### src/rtl/inverse_binomial_transform.sv
// inverse_binomial_transform: rebuilds a[n] from leading-diagonal differences d[k] by in-place prefix summation; `define IBT_OVF_FLAG_EN adds a sticky signed-overflow output ovf
module inverse_binomial_transform #(
  parameter int N = 10,
  parameter int W = 16
) (
  input  logic         clk,
  input  logic         rst_n,
  input  logic         in_valid,
  output logic         in_ready,
  input  logic [W-1:0] in_data,
  output logic         out_valid,
  input  logic         out_ready,
  output logic [W-1:0] out_data,
  output logic         out_last,
`ifdef IBT_OVF_FLAG_EN
  output logic         ovf,
`endif
  output logic         busy
);
  localparam int CW = $clog2(N);
  localparam logic [CW-1:0] LAST = CW'(N - 1);
  localparam logic [CW-1:0] PEN  = CW'(N - 2);
  localparam logic [1:0] LOAD = 2'd0;
  localparam logic [1:0] CALC = 2'd1;
  localparam logic [1:0] SEND = 2'd2;
  logic [1:0]    state_q, state_d;
  logic [CW-1:0] cnt_q, cnt_d, ci_q, ci_d, cj_q, cj_d, k_q, k_d, cj_nx;
  logic [W-1:0]  x_q [N];
  logic [W-1:0]  x_d [N];
  logic [W-1:0]  add_a, add_b, add_s;
`ifdef IBT_OVF_FLAG_EN
  logic          ovf_q, ovf_d, add_ovf;
  assign add_ovf = (add_a[W-1] == add_b[W-1]) && (add_s[W-1] != add_a[W-1]);
  assign ovf     = ovf_q;
`endif
  assign cj_nx     = cj_q + 1'b1;
  assign add_a     = x_q[cj_nx];
  assign add_b     = x_q[cj_q];
  assign add_s     = add_a + add_b;
  assign in_ready  = state_q == LOAD;
  assign busy      = state_q == CALC;
  assign out_valid = state_q == SEND;
  assign out_data  = out_valid ? x_q[k_q] : '0;
  assign out_last  = out_valid && (k_q == LAST);
  // next-state: load words, sweep one x[j+1] += x[j] per cycle (i = N-2..0, j = i..N-2), then stream out
  always_comb begin
    state_d = state_q;
    cnt_d   = cnt_q;
    ci_d    = ci_q;
    cj_d    = cj_q;
    k_d     = k_q;
    x_d     = x_q;
`ifdef IBT_OVF_FLAG_EN
    ovf_d   = ovf_q;
`endif
    if (state_q == LOAD) begin
      if (in_valid) begin
        x_d[cnt_q] = in_data;
        cnt_d      = (cnt_q == LAST) ? '0 : cnt_q + 1'b1;
        if (cnt_q == LAST) begin
          state_d = CALC;
          ci_d    = PEN;
          cj_d    = PEN;
`ifdef IBT_OVF_FLAG_EN
          ovf_d   = 1'b0;
`endif
        end
      end
    end else if (state_q == CALC) begin
      x_d[cj_nx] = add_s;
`ifdef IBT_OVF_FLAG_EN
      ovf_d      = ovf_q | add_ovf;
`endif
      if (cj_q != PEN) cj_d = cj_nx;
      else if (ci_q != '0) begin
        ci_d = ci_q - 1'b1;
        cj_d = ci_q - 1'b1;
      end else begin
        state_d = SEND;
        k_d     = '0;
      end
    end else if (state_q == SEND) begin
      if (out_ready) begin
        k_d = (k_q == LAST) ? '0 : k_q + 1'b1;
        if (k_q == LAST) state_d = LOAD;
      end
    end else state_d = LOAD;
  end
  // state registers; reset clears everything so a partial block is discarded
  always_ff @(posedge clk or negedge rst_n) begin
    if (!rst_n) begin
      state_q <= LOAD;
      cnt_q   <= '0;
      ci_q    <= '0;
      cj_q    <= '0;
      k_q     <= '0;
      x_q     <= '{default: '0};
`ifdef IBT_OVF_FLAG_EN
      ovf_q   <= 1'b0;
`endif
    end else begin
      state_q <= state_d;
      cnt_q   <= cnt_d;
      ci_q    <= ci_d;
      cj_q    <= cj_d;
      k_q     <= k_d;
      x_q     <= x_d;
`ifdef IBT_OVF_FLAG_EN
      ovf_q   <= ovf_d;
`endif
    end
  end
endmodule
### config.mk
export PLATFORM = sky130hd
export DESIGN_NAME = inverse_binomial_transform
export DESIGN_NICKNAME = d
export VERILOG_FILES = /design/src/rtl/inverse_binomial_transform.sv
export SDC_FILE = /design/constraint.sdc
export NUM_CORES = 1
export LEC_CHECK = 0
export CAP_MARGIN = 15
export CORE_MARGIN = 10
export CORE_UTILIZATION = 60
export DETAILED_ROUTE_END_ITERATION = 6
export PLACE_DENSITY = 0.78
export SLEW_MARGIN = 20
export SYNTH_ARGS = -nofsm -noshare
export SYNTH_HDL_FRONTEND = slang
export SYNTH_SLANG_ARGS = --single-unit
### constraint.sdc
create_clock -name clk -period 6.2 [get_ports clk]
set_input_delay 1.24 -clock clk [delete_from_list [all_inputs] [get_ports clk]]
set_output_delay 1.24 -clock clk [all_outputs]
set_load 0.05 [all_outputs]
==> flow_metrics.tcl, run 1 <==
set metrics [dict create \
    tns_ps 0 \
    setup_viol 0 \
    reg2reg_depth 15 \
    synthFlopType "dfrtp_1" \
    placed_area_mm2 0.0139 \
    cts_root_buffer "clkbuf_16" \
    cap_violations 0 \
    final.period_utilization_pct 89.7 \
    fin_crit_ps 5560 \
    worst_pin_slew_ps 1250 \
    via_per_inst 7.83 \
    power_density_mw_per_mm2 664 \
    fp.dieW_um 168 \
    track_usage_pct 34.4 \
    overflow 0 \
    cp_max_fo 27 \
    cts_resized 0 \
    dp_hpwl_um 32000 \
    slowest_delay_ps 680 \
    firstDrtPassIters 7 \
    drv_slew 0 \
    ys_warn_count 0 \
    ys_ff_latch 178 \
    p_leak_nw 5.38 \
    status "completed" \
    hold_viol_final 0 \
    layout-drive-gt1-share_pct 15.3 \
    ys_top_cells_by_area "dfrtp_1 (34%), mux4_2 (16%), mux2i_1 (5.1%)" \
    ys_types 65 \
    synth_top_area_share_pct 33.7 \
    numCtsBuffers 17 \
    grt_pass1_vias 12200 \
    clock_path_buffers 2 \
    drc 0 \
    crit_chain "inv_1 > ha_1 > buf_4 > or3_1 > o22ai_1 > ha_1 > fa_1 > a21o_1 > a2111oi_0 > buf_4 > and4bb_2 > o311a_1 > nor3_2 > o221ai_1 > o21a_1" \
    ys_top_cells_by_count "dfrtp_1 (178), nand2_1 (153), o21ai_0 (103)" \
    grt_antenna_before_repair 1 \
    cts_tree "done" \
    hp-class "reg -> reg" \
    cts.sinks 178 \
    yosys.area.top_type "dfrtp_1" \
    ys_seq_area_share_pct 33.7 \
    placement.io_buffers 39 \
    rsz0062_at_grt "false" \
    htreeDepth 4 \
    worstSetupPathType "reg -> reg" \
    hold_depth 2 \
    gp_congestion 1.04 \
    worst_slew_margin_rel_pct 16.4 \
    yosysMostFrequentCell "dfrtp_1" \
    synth_area_mm2 0.0132 \
    met1_length_um 17500 \
    vias 12800 \
    ant_nets 0 \
    die_area_mm2 0.0283 \
    path_clk_slew_ps 80 \
    setup_slack_ps 639 \
    synth_enable_flop_cells 0 \
    pre_cts_slack_ps 876 \
    dr_wl_met3_um 9070 \
    grt_pass1_wl_um 75000 \
    async_flop_share_pct 100 \
    cp.arrival_ps 5890 \
    rows 54 \
    clock_latency_ps 440 \
    syn_nets 1405 \
    crit_path_top_delay_cell "dfrtp_4" \
    syn_inst 1356 \
    design_area_mm2 0.0144 \
    fin_nets 1388 \
    start_kind "flop" \
    io_pins 40 \
    post_drt_wl_per_cell_um 30.4 \
    fin_worst_skew_ps 11.3 \
    cp.required_ps 6530 \
    dieHeight_um 168 \
    n_antenna_cell 0 \
    wl_met2_um 20400 \
    initial_utilization_pct 60.7 \
    max_freq_mhz 180 \
    areaGrowthSynthToFinish_pct 9.21 \
    postCtsSetupRepairBufs 0 \
    core_area_mm2 0.0218 \
    postCtsHoldBufs 0 \
    routed_wl_um 49600 \
    drt_iter0_markers 2163 \
    grt_max_degree 66 \
    end_kind "flop" \
    avgSynthCellArea_um2 9.74 \
    irDropWorstVdd_mv 0.413 \
    top_layer_used "met4" \
]
-- power by group --
| part | internal, mW | switching [mW] | leakage, nW |
|---|---|---|---|
| Combinational | 2.34 | 3.93 | 2.91 |
| Sequential | 1.63 | 0.620 | 2.22 |
| Clock | 0.542 | 0.509 | 0.260 |
-- logic make-up after synthesis --
kind of cell,count (synthesis),share of synthesized area [%]
AO/OA/AOI/OAI,451,22.3
XOR/XNOR,23,1.58
flip-flops,178,33.7
multiplexers,180,23.0
buffers and inverters,139,4.17
adder cells (fa/ha/maj),29,2.81
AND/OR/NAND/NOR,356,12.4
-- worst max-delay path: cells and delay by family, from the launching register on --
kind / cells / cell delay, ps
compound gates: 6 / 1460
fa+ha+maj: 3 / 1310
buf+inv: 3 / 890
flops: 1 / 680
simple gates: 3 / 1100
-- layer usage --
| layer | vias up | track usage [%] |
|---|---|---|
| met5 | - | 0 |
| met4 | 0 | 16.0 |
| met1 | 6109 | 44.7 |
| li1 | 5188 | - |
| met3 | 247 | 16.2 |
| met2 | 1230 | 47.5 |
-- path summary, 6_finish.rpt --
kind                       slack [ps]              endpoint            startpoint
max                               640   x_q[46]$_DFFE_PN0P_   cj_q[0]$_DFFE_PN0P_
min                               540  x_q[137]$_DFFE_PN0P_  x_q[137]$_DFFE_PN0P_
max reg2reg                       640   x_q[46]$_DFFE_PN0P_   cj_q[0]$_DFFE_PN0P_
min reg2reg                       540  x_q[137]$_DFFE_PN0P_  x_q[137]$_DFFE_PN0P_
max in group asynchronous        4140  cnt_q[3]$_DFFE_PN0P_                 rst_n
min in group asynchronous         760   x_q[21]$_DFFE_PN0P_                 rst_n
-- flip-flops by register name (all words and copies together), names as in the netlist --
| signal | count |
|---|---|
| x_q | 160 |
| ci_q | 4 |
| state_q | 2 |
| cj_q | 4 |
| cnt_q | 4 |
| k_q | 4 |
-- cells in the final DEF (no fill, tap or decap), types with 6 or more instances in the layout --
master           count
dfrtp_1            174
o22ai_1             35
o21ai_0            100
mux4_2              93
mux2_2              17
xor2_1               6
nor2_1              78
a32oi_1             12
and2_1              23
clkbuf_16           17
a21o_1               9
xnor2_1             15
ha_1                28
o22a_1               8
a21oi_1            100
nand4_1             10
buf_4               41
o221ai_1            62
o21ai_1              7
clkdlybuf4s50_1     38
nand2_1            153
mux2i_1             67
o31ai_1              6
and3_1              10
inv_1               21
o21a_1              55
nor3_1              22
nand3_1             22
a221oi_1            16
a22oi_1             14
-- stage by stage --
stage | total power [mW] | util, % | instances | hold WS, ps
6_report | 9.57 | 66.3 | 1632 | 536
2_1_floorplan | 6.35 | - | 1356 | 476
4_1_cts | 9.23 | 66.2 | 1632 | 529
3_3_place_gp | 8.04 | 63.7 | 1600 | 499
5_1_grt | 9.98 | 66.3 | 1632 | 556
3_5_place_dp | 8.17 | 63.7 | 1600 | 512
-- area by class of cell --
cell class / count / area, um2
Clock buffer: 20 / 457
Clock inverter: 12 / 96.3
Fill cell: 1720 / 7340
Inverter: 22 / 82.6
Multi-Input combinational cell: 1039 / 8250
Sequential cell: 178 / 4460
Tap cell: 280 / 350
Timing Repair Buffer: 81 / 719
No activity file was read; power rests on OpenSTA's default activity.
==> run 2, diff against run 1 <==
--- a/config.mk
+++ b/config.mk
@@ -6,10 +6,12 @@
 export NUM_CORES = 1
 export LEC_CHECK = 0
 export CAP_MARGIN = 15
+export CELL_PAD_IN_SITES_DETAIL_PLACEMENT = 1
+export CELL_PAD_IN_SITES_GLOBAL_PLACEMENT = 2
 export CORE_MARGIN = 10
-export CORE_UTILIZATION = 60
+export CORE_UTILIZATION = 41
 export DETAILED_ROUTE_END_ITERATION = 6
-export PLACE_DENSITY = 0.78
+export PLACE_DENSITY_LB_ADDON = 0.1
 export SLEW_MARGIN = 20
 export SYNTH_ARGS = -nofsm -noshare
 export SYNTH_HDL_FRONTEND = slang
==> run 2 against run 1 <==
  * Sequential power down 2%
  * Non-clock buffer count up 7
  * Critical path type unchanged
  * Critical path depth up 1
==> flow_metrics.tcl, run 2 (synthesized netlist as in run 1, its figures left out) <==
set metrics [dict create \
    grt_max_degree 94 \
    fin_worst_skew_ps 10.5 \
    path_clk_slew_ps 70 \
    worstSetupPathType "reg -> reg" \
    tns_ps 0 \
    grt_pass1_vias 12400 \
    setup_slack_ps 832 \
    fp.dieW_um 199 \
    dr_wl_met3_um 5090 \
    cp.required_ps 6540 \
    clkPwrFrac_pct 11.6 \
    fin_crit_ps 5370 \
    io_pins 40 \
    overflow 0 \
    clock_latency_ps 460 \
    cp.arrival_ps 5710 \
    worst_pin_slew_ps 1160 \
    wl_met2_um 26100 \
    status "completed" \
    initial_utilization_pct 41.7 \
    drc 0 \
    start_kind "flop" \
    combPwrFrac_pct 66.0 \
    drt_iter0_markers 1293 \
    postCtsSetupRepairBufs 0 \
    power_mw 9.84 \
    core_area_mm2 0.0316 \
    gp_congestion 0.924 \
    p_seq_share_pct 22.5 \
    track_usage_pct 29.5 \
    end_kind "flop" \
    placement.io_buffers 39 \
    postCtsHoldBufs 0 \
    cts_root_buffer "clkbuf_16" \
    final_cell_mix "dfrtp_1 (174), nand2_1 (153), a21oi_1 (99), o21ai_0 (99), mux4_2 (93)" \
    hold_viol_final 0 \
    power.internal_mw 4.65 \
    p_leak_nw 5.44 \
    cts_resized 0 \
    cts.sinks 178 \
    die_area_mm2 0.0398 \
    holdWs_ps 532 \
    hp-class "reg -> reg" \
    n_antenna_cell 0 \
    layout-drive-gt1-share_pct 16.0 \
    power.switching_mw 5.19 \
    vias 12300 \
    cp_max_fo 24 \
    firstDrtPassIters 6 \
    largest_reg_flops 160 \
    grt_pass1_wl_um 85300 \
    ant_nets 0 \
    setup_viol 0 \
    power_density_mw_per_mm2 671 \
    irDropWorstVdd_mv 0.291 \
    dieHeight_um 199 \
    dp_hpwl_um 37700 \
    fin_nets 1395 \
    met1_length_um 24700 \
    routed_wl_um 57600 \
    multi_input_area_mm2 0.00825 \
    final_common_cell "dfrtp_1" \
    regMostFlops "x_q" \
    post_drt_wl_per_cell_um 32.7 \
    clock_path_buffers 2 \
    drv_slew 0 \
    swShare_pct 52.8 \
    seq_area_mm2 0.00446 \
    rows 65 \
    top_layer_used "met4" \
    pre_cts_slack_ps 939 \
    via_per_inst 6.97 \
    htreeDepth 4 \
    final.period_utilization_pct 86.6 \
    rsz0062_at_grt "false" \
    areaGrowthSynthToFinish_pct 11.1 \
    max_freq_mhz 186 \
    cap_violations 0 \
    numCtsBuffers 17 \
    cts_tree "done" \
    fillers 3512 \
    worst_slew_margin_rel_pct 22.3 \
    grt_antenna_before_repair 1 \
    utilization_pct 46.3 \
]
## run 2: cell count changes in the layout (fill, tap and decap cells not counted), moves of 2 or more
cell        previous run  this run
a21oi_2                0         2
clkbuf_8               2         7
inv_6                  5         0
clkinvlp_4             4         2
buf_4                 41        48
## run 2: worst paths after layout
kind	slack, ps	end	depth (start not counted)	startpoint
max	830	x_q[46]$_DFFE_PN0P_	16	cj_q[1]$_DFFE_PN0P_
max in group asynchronous	4120	x_q[141]$_DFFE_PN0P_	2	rst_n
min reg2reg	530	x_q[118]$_DFFE_PN0P_	2	x_q[118]$_DFFE_PN0P_
max reg2reg	830	x_q[46]$_DFFE_PN0P_	16	cj_q[1]$_DFFE_PN0P_
min in group asynchronous	900	x_q[3]$_DFFE_PN0P_	1	rst_n
min	530	x_q[118]$_DFFE_PN0P_	2	x_q[118]$_DFFE_PN0P_
## run 2: power groups by stage
stage / Sequential [mW] / Clock (mW) / Combinational [mW]
finish: 2.21 / 1.14 / 6.49
global route: 2.27 / 1.20 / 6.94
CTS: 2.18 / 1.14 / 6.36
detailed placement: 2.21 / 0 / 6.32
global placement: 2.17 / 0 / 6.27
floorplan: 1.94 / 0 / 4.41
## run 2: cell type report
cell class	instances	share of cell area, %
timing repair buffer	88	5.28
clock buffer	25	3.52
multi-input combinational	1039	56.3
inverter	22	0.563
sequential	178	30.4
tap	402	3.43
clock inverter	7	0.495
## run 2: worst max-delay path: stages (launching register included)
cell and delay [ps]:
dfrtp_2 370, buf_4 460, ha_1 340, xor2_2 160, buf_4 410, mux2i_1 260
o22ai_1 100, ha_1 260, fa_1 480, a21o_1 200, a2111oi_0 450, buf_4 210
and4bb_2 280, o311a_1 300, nor3_2 570, o221ai_1 230, o21a_1 140
## run 2: through the flow
stage / std cells / instance area [um2]
floorplan: 1356 / 13200
global placement: 1729 / 14100
detailed placement: 1729 / 14100
CTS: 1761 / 14600
global route: 1761 / 14700
finish: 1761 / 14700
## run 2: routing by layer
| layer | up-vias | global-route usage [%] |
|---|---|---|
| met1 | 6403 | 40.1 |
| met2 | 594 | 45.0 |
| li1 | 5196 | - |
| met3 | 89 | 7.43 |
| met5 | - | 0 |
| met4 | 0 | 9.48 |
